==> config.mk <==
export PLATFORM = sky130hd
export DESIGN_NAME = st_seq_ctrl
export DESIGN_NICKNAME = d
export VERILOG_FILES = /design/src/rtl/st_seq_pkg.sv /design/src/rtl/st_frame_buf.sv /design/src/rtl/st_seq_ctrl.sv
export SDC_FILE = /design/constraint.sdc
export NUM_CORES = 1
export LEC_CHECK = 0
export BUFFER_PORTS_ARGS = -buffer_cell sky130_fd_sc_hd__buf_2
export CORE_AREA = 2 2 174 176
export CTS_CLUSTER_DIAMETER = 80
export DETAILED_ROUTE_END_ITERATION = 10
export DIE_AREA = 0 0 176 178
export GPL_ROUTABILITY_DRIVEN = 0
export PLACE_DENSITY = 0.67
export SKIP_CTS_REPAIR_TIMING = 1
export SLEW_MARGIN = 0
export SYNTH_ARGS = -nofsm -noshare
export SYNTH_HDL_FRONTEND = slang
export SYNTH_SLANG_ARGS = --single-unit
==> constraint.sdc <==
create_clock -name div_8_clk -period 12.26 [get_ports div_8_clk]
set_clock_uncertainty 0.2 [all_clocks]
set_input_delay 0 -clock div_8_clk [delete_from_list [all_inputs] [get_ports div_8_clk]]
set_output_delay 0 -clock div_8_clk [all_outputs]
set_load 0.03 [all_outputs]
==> src/rtl/st_seq_pkg.sv <==
// Shared types and constants for the self-test frame sequencer.
package st_seq_pkg;

    localparam int unsigned DataW = 32;
    localparam logic [DataW-1:0] SyncWordDefault = 32'hA5A5_5A5A;

    typedef enum logic [2:0] {
        StIdle = 3'd0,
        StHunt = 3'd1,
        StLoad = 3'd2,
        StSort = 3'd3,
        StXmit = 3'd4
    } st_state_e;

endpackage

==> src/rtl/st_frame_buf.sv <==
// Payload register file for the forward path: one write port, one async read port.
module st_frame_buf
    import st_seq_pkg::*;
#(
    parameter int unsigned DEPTH = 8,
    parameter int unsigned IDX_W = $clog2(DEPTH)
) (
    input  logic             clk,
    input  logic             rst,
    input  logic             wr_en,
    input  logic [IDX_W-1:0] wr_idx,
    input  logic [DataW-1:0] wr_data,
    input  logic [IDX_W-1:0] rd_idx,
    output logic [DataW-1:0] rd_data
);

    logic [DataW-1:0] mem_q [DEPTH];

    always_ff @(posedge clk or posedge rst) begin
        if (rst) begin
            for (int i = 0; i < int'(DEPTH); i++) begin
                mem_q[i] <= '0;
            end
        end else if (wr_en) begin
            mem_q[wr_idx] <= wr_data;
        end
    end

    assign rd_data = mem_q[rd_idx];

endmodule

==> src/rtl/st_seq_ctrl.sv <==
// Frame sequencer: sync hunt, payload load, sort wait and transmit of FRAME_WORDS words.
// Define ST_SEQ_TIMEOUT_EN to bound the SORT wait to TIMEOUT_CYC cycles.
module st_seq_ctrl
    import st_seq_pkg::*;
#(
    parameter int unsigned      FRAME_WORDS = 8,
    parameter logic [DataW-1:0] SYNC_WORD   = SyncWordDefault,
    parameter int unsigned      TIMEOUT_CYC = 1024,
    parameter int unsigned      IDX_W       = $clog2(FRAME_WORDS)
) (
    input  logic             div_8_clk,
    input  logic             rst,
    input  logic             f_layer,
    input  logic             start,
    input  logic             word_vld,
    input  logic [DataW-1:0] word_in,
    input  logic             sort_finish,
    input  logic [DataW-1:0] st_data_in,
    output logic             load_en,
    output logic [IDX_W-1:0] load_idx,
    output logic [DataW-1:0] load_data,
    output logic             tx_out,
    output logic [DataW-1:0] tx_data,
    output logic             busy,
    output logic             done,
    output logic             err,
    output logic [7:0]       frame_cnt
);

    localparam int unsigned     CntW    = IDX_W + 1;
    localparam logic [CntW-1:0] LastIdx = CntW'(FRAME_WORDS - 1);

    if (FRAME_WORDS < 2 || TIMEOUT_CYC < 1) begin : g_param_check
        $error("st_seq_ctrl: FRAME_WORDS must be >= 2 and TIMEOUT_CYC >= 1");
    end

    st_state_e        state_q, state_d;
    logic [CntW-1:0]  cnt_q, cnt_d;
    logic [CntW-1:0]  tx_idx_q, tx_idx_d;
    logic             f_layer_q, f_layer_d;
    logic             prime_q, prime_d;
    logic             err_q, err_d;
    logic             done_q, done_d;
    logic [7:0]       frame_cnt_q, frame_cnt_d;
    logic             load_en_q;
    logic [IDX_W-1:0] load_idx_q;
    logic [DataW-1:0] load_data_q;
    logic             tx_active;
    logic [DataW-1:0] buf_rd;

`ifdef ST_SEQ_TIMEOUT_EN
    localparam int unsigned TmoW = $clog2(TIMEOUT_CYC + 1);
    logic [TmoW-1:0] tmo_q, tmo_d;
`endif

    // Forward path spends one prime cycle in XMIT so the last payload word lands in the buffer.
    assign tx_active = (state_q == StXmit) && !prime_q;

    always_comb begin
        state_d     = state_q;
        cnt_d       = cnt_q;
        tx_idx_d    = tx_idx_q;
        f_layer_d   = f_layer_q;
        prime_d     = 1'b0;
        err_d       = err_q;
        done_d      = 1'b0;
        frame_cnt_d = frame_cnt_q;
`ifdef ST_SEQ_TIMEOUT_EN
        tmo_d       = (state_q == StSort) ? tmo_q + 1'b1 : '0;
`endif
        unique case (state_q)
            StIdle: begin
                if (start) begin
                    state_d   = StHunt;
                    f_layer_d = f_layer;
                    err_d     = 1'b0;
                    cnt_d     = '0;
                    tx_idx_d  = '0;
                end
            end
            StHunt: begin
                if (word_vld && word_in == SYNC_WORD) begin
                    state_d = StLoad;
                end
            end
            StLoad: begin
                if (word_vld) begin
                    cnt_d = cnt_q + 1'b1;
                    if (cnt_q == LastIdx) begin
                        if (f_layer_q) begin
                            state_d = StSort;
                        end else begin
                            state_d = StXmit;
                            prime_d = 1'b1;
                        end
                    end
                end
            end
            StSort: begin
                if (word_vld) begin
                    err_d = 1'b1;
                end
                if (sort_finish) begin
                    state_d = StXmit;
                end
`ifdef ST_SEQ_TIMEOUT_EN
                else if (tmo_q == TmoW'(TIMEOUT_CYC - 1)) begin
                    state_d = StIdle;
                    err_d   = 1'b1;
                end
`endif
            end
            StXmit: begin
                if (word_vld) begin
                    err_d = 1'b1;
                end
                if (tx_active) begin
                    tx_idx_d = tx_idx_q + 1'b1;
                    if (tx_idx_q == LastIdx) begin
                        state_d     = StIdle;
                        done_d      = 1'b1;
                        frame_cnt_d = frame_cnt_q + 8'd1;
                    end
                end
            end
            default: state_d = StIdle;
        endcase
    end

    always_ff @(posedge div_8_clk or posedge rst) begin
        if (rst) begin
            state_q     <= StIdle;
            cnt_q       <= '0;
            tx_idx_q    <= '0;
            f_layer_q   <= 1'b0;
            prime_q     <= 1'b0;
            err_q       <= 1'b0;
            done_q      <= 1'b0;
            frame_cnt_q <= '0;
            load_en_q   <= 1'b0;
            load_idx_q  <= '0;
            load_data_q <= '0;
`ifdef ST_SEQ_TIMEOUT_EN
            tmo_q       <= '0;
`endif
        end else begin
            state_q     <= state_d;
            cnt_q       <= cnt_d;
            tx_idx_q    <= tx_idx_d;
            f_layer_q   <= f_layer_d;
            prime_q     <= prime_d;
            err_q       <= err_d;
            done_q      <= done_d;
            frame_cnt_q <= frame_cnt_d;
            load_en_q   <= (state_q == StLoad) && word_vld;
`ifdef ST_SEQ_TIMEOUT_EN
            tmo_q       <= tmo_d;
`endif
            if ((state_q == StLoad) && word_vld) begin
                load_idx_q  <= cnt_q[IDX_W-1:0];
                load_data_q <= word_in;
            end
        end
    end

    st_frame_buf #(
        .DEPTH (FRAME_WORDS),
        .IDX_W (IDX_W)
    ) u_frame_buf (
        .clk     (div_8_clk),
        .rst     (rst),
        .wr_en   (load_en_q),
        .wr_idx  (load_idx_q),
        .wr_data (load_data_q),
        .rd_idx  (tx_idx_q[IDX_W-1:0]),
        .rd_data (buf_rd)
    );

    assign load_en   = load_en_q;
    assign load_idx  = load_idx_q;
    assign load_data = load_data_q;
    assign tx_out    = tx_active;
    assign tx_data   = !tx_active ? '0 : (f_layer_q ? st_data_in : buf_rd);
    assign busy      = (state_q != StIdle);
    assign done      = done_q;
    assign err       = err_q;
    assign frame_cnt = frame_cnt_q;

endmodule

# [Word-level counts from Yosys, hierarchy flattened]
# Cells that the tools add are included.
[op_classes] addsub=3 mul=0 n_div=0 order_cmp=3 eq_ne=15 shift=0 muxes=32 bitwise=2 reduce_logical=17
[op_table] op="256-bit bitwise mux" count=1
[op_table] op="32-bit two-way mux" count=5
[op_table] op="32-bit binary-select mux with 3-bit select" count=1
[op_table] op="32-bit demux with 3-bit select" count=1
[op_table] op="32-bit == test (second input constant)" count=1
[op_table] op="3-bit two-way mux" count=8
[op_table] op="4-bit one-hot mux with 2 select lines" count=2
[op_table] op="3-bit one-hot mux with 5 select lines" count=1
[op_table] op="4-bit two-way mux" count=3
[op_table] op="2-bit != test (second input constant)" count=6
[op_table] op="3-bit AND reduction" count=4
[op_table] op="1-bit two-way mux" count=9
[op_table] op="4-bit by 1-bit adder with 4-bit output (second input constant)" count=2
[op_table] op="8-bit by 1-bit adder with 8-bit output (second input constant)" count=1
[op_table] op="4-bit by 3-bit == test with 1-bit output (second input constant)" count=2
[op_table] op="4-bit greater-or-equal comparator (second input constant)" count=2
[op_table] op="3-bit NOT with 4-bit output" count=2
[op_table] op="7-bit AND reduction" count=1
[op_table] op="3-bit by 2-bit == test with 1-bit output (second input constant)" count=2
[op_table] op="2-bit nonzero test" count=3
[op_table] op="1-bit logical AND" count=4
[op_table] op="4-bit by 1-bit < comparator with 1-bit output (second input constant)" count=1
[op_table] op="2-bit by 1-bit != test with 1-bit output (second input constant)" count=2
[op_table] op="3-bit by 1-bit == test with 1-bit output (second input constant)" count=1
[op_table] op="other kinds (7)" count=7
[totals] reg_bits=315 latch_bits=0 mem_bits_rw=0 rom_bits=0 inputBits=70 output_inout_bits=80 word_cells=91 mem_count=0

# [Depth between registers and ports, before layout]
# Gate-level depths: netlist of run 1.
[depth] ltp_word=6 ltp_mapped=6 mapped_depth_nobuf=6

# [Modules after synthesis]
# Synthesis of run 1 repeated with hierarchy kept, for this count alone.
[hier_totals] hier_cells=936 area_unflattened_um2=14806.7
[modules_own_cells] module="st_frame_buf" instances=1 cells_each=666 area_per_inst_um2=11706.2 seq_area_each_um2=6406.1
[modules_own_cells] module="st_seq_ctrl" instances=1 cells_each=270 area_per_inst_um2=3100.5 seq_area_each_um2=1476.4

# [Worst setup path after synthesis of run 1]
# No wires, ideal clock.
[synth_path] kind="reg-to-output" from="register state_q[1]" to="output tx_data[25]" t_arrival_ns=1.926 required_ns=12.060 slack_ns=10.134 stages_incl_launch_ff=7 path_buffers=1 cell_sequence="dfrtp_1 > or3b_1 > or2_4 > clkinv_2 > buf_4 > o21ai_0 > a21oi_1"
[synth_between] elab_chain_cells=3
[synth_lines] element="start: declaration" line_no="st_seq_ctrl.sv:37" text="st_state_e state_q, state_d;"
[synth_lines] element="start signal: assignment" line_no="st_seq_ctrl.sv:132" text="state_q <= StIdle;"
[synth_lines] element="start signal: assignment" line_no="st_seq_ctrl.sv:147" text="state_q <= state_d;"
[synth_lines] element="3-bit == test" line_no="st_seq_ctrl.sv:57" text="assign tx_active = (state_q == StXmit) && !prime_q;"
[synth_lines] element="1-bit logical AND" line_no="st_seq_ctrl.sv:57"
[synth_lines] element="net tx_out" line_no="st_seq_ctrl.sv:22" text="output logic tx_out,"
[synth_lines] element="32-bit two-way mux" line_no="st_seq_ctrl.sv:183" text="assign tx_data = !tx_active ? '0 : (f_layer_q ? st_data_in : buf_rd);"
[synth_lines] element="end: declaration" line_no="st_seq_ctrl.sv:23" text="output logic [DataW-1:0] tx_data,"
# The timed path passes the listed nets, and every way through them passes these cells.

# [Final worst setup path of run 1]
[layout_path] from="register tx_idx_q[0]" to="output tx_data[12]"
[layout_between] elab_chain_cells=6
[layout_lines] element="start: declaration" line_no="st_seq_ctrl.sv:39" text="logic [CntW-1:0] tx_idx_q, tx_idx_d;"
[layout_lines] element="start signal: assignment" line_no="st_seq_ctrl.sv:149" text="tx_idx_q <= tx_idx_d;"
[layout_lines] element="3-bit NOT with 4-bit output (not written as such)" line_no="st_frame_buf.sv:29" text="assign rd_data = mem_q[rd_idx];"
[layout_lines] element="32-bit binary-select mux with 3-bit select" line_no="st_frame_buf.sv:29"
[layout_lines] element="32-bit two-way mux (not written as such) (2 in series)" line_no="st_frame_buf.sv:29"
[layout_lines] element="32-bit two-way mux (2 in series)" line_no="st_seq_ctrl.sv:183"
# Every way passes these cells. The select of a mux whose other input is x is not followed.

==> results of run 1 <==
-- layout by cell type (no fill, tap or decap), drive strengths merged, types with 8 or more instances in the layout --
| cell type | synthesis | final |
|---|---|---|
| dfrtp | 315 | 315 |
| mux2 | 292 | 292 |
| buf | 48 | 167 |
| mux4 | 64 | 64 |
| clkbuf | 14 | 49 |
| dlygate4sd3 | 0 | 42 |
| o21ai | 35 | 35 |
| a21oi | 33 | 33 |
| mux2i | 32 | 32 |
| nand2 | 14 | 14 |
| clkinv | 2 | 12 |
| nand3 | 10 | 10 |
| nor2 | 8 | 8 |
-- final timing paths --
| kind | slack [ns] | to | start |
|---|---|---|---|
| max | 8.69 | tx_data[12] | tx_idx_q[0] |
| max in group asynchronous | 8.89 | tx_idx_q[0] | rst |
| min reg2reg | 0.27 | frame_cnt[7] | frame_cnt[7] |
| min | 0.06 | load_data[15] | word_in[15] |
| min in group asynchronous | 0.53 | u_frame_buf.mem_q[193] | rst |
| max reg2reg | 9.33 | frame_cnt[1] | tx_idx_q[1] |
-- layout make-up --
class                           count  area share [%]
Sequential cell                   315            46.7
Multi-Input combinational cell    549            35.9
Timing Repair Buffer              209            7.70
Clock buffer                       49            5.97
Tap cell                          390            2.89
Clock inverter                     13           0.644
Inverter                            7           0.207
-- Yosys cell counts (2+ instances only) --
cell type	instances
buf_4	6
dfrtp_1	315
inv_1	5
nor2_1	8
o21ai_0	25
mux2_1	2
mux2_2	290
mux2i_1	32
ha_1	3
xor2_1	4
nor3_1	4
nor4bb_1	7
mux4_2	64
clkbuf_1	14
xnor2_1	7
nand4_1	5
nor3b_2	2
buf_2	37
a31oi_1	3
nand4b_1	4
a21oi_1	33
a2111oi_0	2
buf_1	4
nand3_1	10
nand2_1	14
nand2b_1	3
nor3_2	2
o21ai_1	10
-- tightest hold or removal path, delay by kind of cell --
family / cells / cell delay [ns]
buf+inv: 2 / 0.61
mux: 1 / 0.13
-- kinds of logic after synthesis --
| family | synth area share (%) |
|---|---|
| buf+inv | 2.36 |
| compound gates | 2.93 |
| mux | 35.4 |
| flops | 55.3 |
| xor+xnor | 0.676 |
| simple gates | 3.09 |
| fa+ha+maj | 0.263 |
-- metal layers --
layer  wire (µm)  global-route usage [%]  vias to the layer above
li1            -                       -                     3866
met1       14300                    29.3                     4436
met2       16000                    34.8                      193
met3        1410                    2.37                       40
met4         611                    5.51                        0
met5           0                       0                        -
-- per-stage QoR --
step                      worst slack (ns)  power [µW]  utilization, %  instances  hold slack [ns]
after floorplan                       3.35        1120               -        933          -0.0946
after global placement                9.21        1150            52.3       1428          -0.0661
after detailed placement              9.18        1150            52.3       1428          -0.0677
after CTS                             8.64        2160            56.1       1490           -0.613
after global routing                  8.34        2220            57.5       1532           0.0512
final                                 8.69        2150            57.5       1532           0.0584
-- state kept, by name, indices dropped and copies added (netlist names) --
name,flops
u_frame_buf.mem_q,256
load_data,32
frame_cnt,8
cnt_q,4
tx_idx_q,4
load_idx,3
state_q,3
done,1
err,1
f_layer_q,1
load_en,1
prime_q,1
-- where the power goes --
part           switching [µW]  internal [µW]  total [µW]  leakage [µW]
Clock                     410            598        1010      0.000560
Sequential               5.46           1040        1050       0.00439
Combinational            55.1           34.8        89.9       0.00333
==> metrics.txt, run 1 <==
Syn Inst Count 933; cts bufs inserted 35; syn_nets 1006; CP peak stage delay 0.88 ns; Startpoint Class flip-flop; Least-Margin Pin Slew approximately 1.1 ns; Setup TNS 0 ns; syn_area_per_cell 15.3 µm²; clk buf depth 3; WP depth 5; Crit path max-delay family buffers and inverters; Fmax 0.280 GHz; Port Buffer Count 149; post-synth top area cell dfrtp_1; Initial Utilization 48.5%; FF-to-FF path depth 5; Synth Cell Area approximately 14000 µm²; die height ~180 µm; Max FO, Critical Path 50; Top FF cell, synth dfrtp_1; Async SR Flop Fraction 100%; synth warn 0; Final period util between 20% and 30%; Post-DP HPWL 19.0 mm; clk sinks 315; RSZ-0062 raised after global routing no; largest net degree at the start of global routing 89; via/cell ratio 5.57; Chip Width 176 µm; WP data required roughly 12 ns; Layout Nets 1190; critical path data arrival time about 3.4 ns; initial antenna violation count 0; Netlist cell types 46; Tmin final around 3.6 ns; register area share after synthesis 55.3%; EDFF count, synth 0; layout cells sized above 1 51.5%; Bufs and invs on worst path 2; # diodes 0; # fillers roughly 2400; Synth area leaders dfrtp_1 (55%), mux2_2 (23%), mux4_2 (10%); vias in the first global route 8539; first-pass GRT wire length 49.6 mm; CP Capture Type primary output; area of the multi-input gates between 6000 and 7000 µm²; slew margin rel. around 25%; Routed WL per cell about 21 µm; Post-DRT Antenna Nets 0; critical path's slowest cell buf_4; setup violators final 0; drt first pass iters 4; row count 63; H-tree depth 2; CTS tree built; clock network latency to the later pin of the worst-skew pair 0.52 ns; status completed; IO Pins 150; Finished Cell Area ~17000 µm²; Layout Area Growth over Synthesis 18.5%; routed wire length 32.3 mm; Residual DRC 0; Clock Pin Slew Worst Setup and Hold Paths roughly 0.06 ns; GRT Overall Usage 20.8%; Leak about 0.0083 µW; critical path class reg -> out; Cell Area, Placed 15400 µm²; Hold Crit Class in -> reg; final hold viol count 0; share of the synthesized area in the top cell type 55.3%; cell area power density roughly 130 nW/µm²; Hold Crit Depth 3; Max Cap Viol 0; die area 31300 µm²; Core Region 29400 µm²; Seq cells post-synth about 320; Max VDD drop 94.9 µV; Final Max Tran Viols 0; GRT overflow 0; DR vias 8535; Sequential cell area 7890 µm²; initial DRC count 457; clk root buf clkbuf_16; critical path, cell by cell buf_4 -> mux4_2 -> mux2i_1 -> a21oi_1 -> buf_2
Note: power is estimated with default switching activity, not from simulation.
==> run 2, diff against run 1 <==
==> constraint.sdc (replaced) <==
create_clock -name div_8_clk -period 3.45 [get_ports div_8_clk]
set_clock_uncertainty 0.2 [all_clocks]
set_input_delay 0 -clock div_8_clk [delete_from_list [all_inputs] [get_ports div_8_clk]]
set_output_delay 0 -clock div_8_clk [all_outputs]
set_load 0.03 [all_outputs]
==> metrics.txt, run 2 (synthesis gave the netlist of run 1 again) <==
status completed; Hold Crit Class in -> async; Startpoint Class flip-flop; worst slack, placed 0.839 ns; GRT Overall Usage 21.0%; # diodes 0; Post-DP HPWL 19.1 mm; die area 31300 µm²; Least-Margin Pin Slew 1.09 ns; worst setup margin 0.352 ns; setup violators final 0; cell area power density 463 nW/µm²; clk sinks 315; first-pass GRT wire length 50.2 mm; initial DRC count 352; Residual DRC 0; CP Capture Type primary output; Finished Layout Cells 1538; WP data required 3.25 ns; Layout Area Growth over Synthesis 20.4%; max FFs per register roughly 260; largest net degree at the start of global routing 75; RSZ-0062 raised after global routing no; clk buf depth 3; most frequent cells in the layout dfrtp_1 (312), mux2_2 (290), buf_2 (149); critical path data arrival time ~2.9 ns; Leak 0.00838 µW; row count 63; clk root buf clkbuf_16; Layout Nets 1195; largest register by flop count u_frame_buf.mem_q; Tmin final 3.10 ns; Chip Width 176 µm; # fillers 2303; Max Cap Viol 0; Finished Cell Area 17200 µm²; Final period util approximately 90%; Clock Pin Slew Worst Setup and Hold Paths 0.06 ns; drt first pass iters 7; via/cell ratio 5.61; clock network latency to the later pin of the worst-skew pair around 0.51 ns; Cell Area, Placed between 15000 and 20000 µm²; H-tree depth 2; layout cells sized above 1 about 50%; Routed WL per cell 21.1 µm; GRT overflow 0; IO Pins 150; Final Max Tran Viols 0; CTS tree built; routed wire length 32.5 mm; slew margin rel. 27.4%; vias in the first global route 8688; Max VDD drop 277 µV; die height 178 µm; final hold viol count 0; Placed Cells 1434; Core Region ~30000 µm²; Initial Utilization 48.5%; cts bufs inserted 35; Setup TNS 0 ns; Fmax ~0.32 GHz; Port Buffer Count 149; DR vias 8629; Post-DRT Antenna Nets 0; critical path class reg -> out; Max FO, Critical Path 36; most common cell after layout, fill and taps aside dfrtp_1; initial antenna violation count 0
## run 2: area by class of cell
type / count / area, µm² / area share, %
sequential: 315 / 7890 / 45.9
multi-input combinational: 549 / 6070 / 35.4
timing repair buffer: 214 / 1490 / 8.66
clock buffer: 52 / 1010 / 5.89
tap: 390 / 488 / 2.84
clock inverter: 11 / 195 / 1.14
inverter: 7 / 31.3 / 0.182
## run 2: worst max-delay path: stages, from the launching register on
cell and delay, ns:
dfrtp_1 0.56, or3b_1 0.46, or2_4 0.27, clkinv_2 0.43, o21ai_1 0.17, a21oi_1 0.25
buf_2 0.25
## run 2: metal layers
layer	global-route usage [%]	part of all wire, %	up-vias
met1	29.0	45	4521
met3	2.90	3.9	40
met2	35.3	49	193
met4	5.41	1.9	0
li1	-	-	3875
met5	0	0	-
## run 2: power breakdown
| part | internal, µW | leakage (µW) | switching [µW] |
|---|---|---|---|
| combinational | 145 | 0.00340 | 200 |
| sequential | 3700 | 0.00439 | 24.4 |
| clock | 2410 | 0.000590 | 1460 |
## run 2: metrics by stage
step | total power [µW] | utilization [%] | hold WS (ns)
floorplan | 3980 | - | -0.0946
global placement | 4110 | 52.9 | 0.0110
detailed placement | 4110 | 52.9 | 0.0141
CTS | 8010 | 57.0 | -0.533
global route | 8220 | 58.4 | 0.0639
finish | 7940 | 58.4 | 0.00806
## run 2: final timing paths
kind | depth (start not counted) | end | slack, ns | start
setup / recovery | 6 | tx_data[24] | 0.35 | state_q[2]
hold / removal | 3 | load_data[5] | 0.008 | rst
setup reg to reg | 6 | f_layer_q | 0.79 | state_q[1]
hold reg to reg | 1 | frame_cnt[7] | 0.27 | frame_cnt[7]
max in group asynchronous | 4 | load_data[14] | 2.20 | rst
min in group div_8_clk | 3 | load_data[11] | 0.07 | word_in[11]
==> run 3, diff against run 2 <==
--- a/config.mk
+++ b/config.mk
@@ -5,13 +5,13 @@
 export SDC_FILE = /design/constraint.sdc
 export NUM_CORES = 1
 export LEC_CHECK = 0
-export BUFFER_PORTS_ARGS = -buffer_cell sky130_fd_sc_hd__buf_2
 export CORE_AREA = 2 2 174 176
 export CTS_CLUSTER_DIAMETER = 80
 export DETAILED_ROUTE_END_ITERATION = 10
 export DIE_AREA = 0 0 176 178
+export DONT_BUFFER_PORTS = 1
 export GPL_ROUTABILITY_DRIVEN = 0
-export PLACE_DENSITY = 0.67
+export PLACE_DENSITY = 0.62
 export SKIP_CTS_REPAIR_TIMING = 1
 export SLEW_MARGIN = 0
 export SYNTH_ARGS = -nofsm -noshare
==> metrics.txt, run 3 (synthesis gave the netlist of run 1 again) <==
post-layout util a little under three fifths; most common cell after layout, fill and taps aside dfrtp_1; routed wire length around 32 mm; first-pass GRT wire length between 40 and 50 mm; clock network latency to the later pin of the worst-skew pair just over 0.5 ns; DR vias 8158; failing checks negative hold slack; IO Pins 150; Layout Nets ~1100; most frequent cells in the layout dfrtp_1 (312), mux2_2 (290), mux4_2 (64); clk buf depth 3; Least-Margin Pin Slew 0.855 ns; worst slack, placed 0.706 ns; die height 178 µm; Initial Utilization 48.5%; via/cell ratio 5.81; Post-DP HPWL approximately 19 mm; clk sinks 315; cell area power density 466 nW/µm²; Layout Area Growth over Synthesis 15.3%; Tmin final between 3 and 4 ns; CP Capture Type primary output; Startpoint Class flip-flop; worst setup margin 0.224 ns; largest net degree at the start of global routing 88; GRT overflow 0; initial antenna violation count 0; Residual DRC 0; Final period util between 90% and 100%; Chip Width 176 µm; initial DRC count 485; layout cells sized above 1 44.9%; largest register by flop count u_frame_buf.mem_q; slew margin rel. 42.9%; Post-DRT Antenna Nets 0; FF-to-FF path depth 6; Final Max Tran Viols 0; critical path data arrival time just over 3 ns; Cell Area, Placed 14800 µm²; Setup TNS 0 ns; Max Cap Viol 0; cts bufs inserted 35; Finished Cell Area 16400 µm²; status finished, violations left; drt first pass iters 6; max FFs per register 256; Leak slightly below 0.008 µW; WP data required 3.25 ns; Max FO, Critical Path 36; # diodes 0; critical path class reg -> out; final hold viol count 30; setup violators final 0; CTS tree built; Hold Crit Class in -> async; row count between 60 and 70; die area 31300 µm²; vias in the first global route slightly above 8000; H-tree depth 2; Port Buffer Count 0; Routed WL per cell 23.0 µm; Fmax just over 0.3 GHz; clk root buf clkbuf_16; Min Hold Slack -0.0635 ns; Max VDD drop 339 µV; Clock Pin Slew Worst Setup and Hold Paths 0.06 ns; Core Region slightly below 30000 µm²; GRT Overall Usage 20.8%
run 3: power by group:
group	switching [µW]	internal, µW	total, µW
sequential	19.0	3700	3720
clock	1450	2180	3630
combinational	196	118	313
total	1660	6000	7660
run 3: cell type report:
cell class              count  area (µm²)
flip-flops and latches    315        7890
clock buffers              52        1050
repair buffers             81         826
well taps                 390         488
fillers                  2406       13000
clock inverters            10        75.1
inverters                   7        31.3
multi-input cells         549        6080
run 3: metrics by stage:
stage	total power, µW	cells
6_report	7660	1404
3_5_place_dp	4070	1295
2_1_floorplan	3980	933
4_1_cts	7730	1357
5_1_grt	7940	1404
3_3_place_gp	4070	1295
run 3: path summary, 6_finish.rpt:
check,from,to,slack (ns)
max,state_q[2],tx_data[11],0.22
min,rst,frame_cnt[5],-0.06
max reg2reg,state_q[1],f_layer_q,0.66
min reg2reg,u_frame_buf.mem_q[219],u_frame_buf.mem_q[219],0.28
max in group asynchronous,rst,u_frame_buf.mem_q[247],2.06
min in group div_8_clk,word_in[14],load_data[14],0.01
run 3: per-layer routing:
layer / global-route usage (%) / vias up / wire [µm]
li1: - / 3624 / -
met1: 28.6 / 4305 / 14300
met2: 35.0 / 185 / 16100
met3: 3.52 / 44 / 1500
met4: 4.55 / 0 / 505
met5: 0 / - / 0
run 3: worst max-delay path: stages, from the launching register on:
cell,delay [ns]
dfrtp_1,0.55
or3b_1,0.46
or2_4,0.28
clkinv_2,0.48
o21ai_0,0.19
a21oi_1,0.55
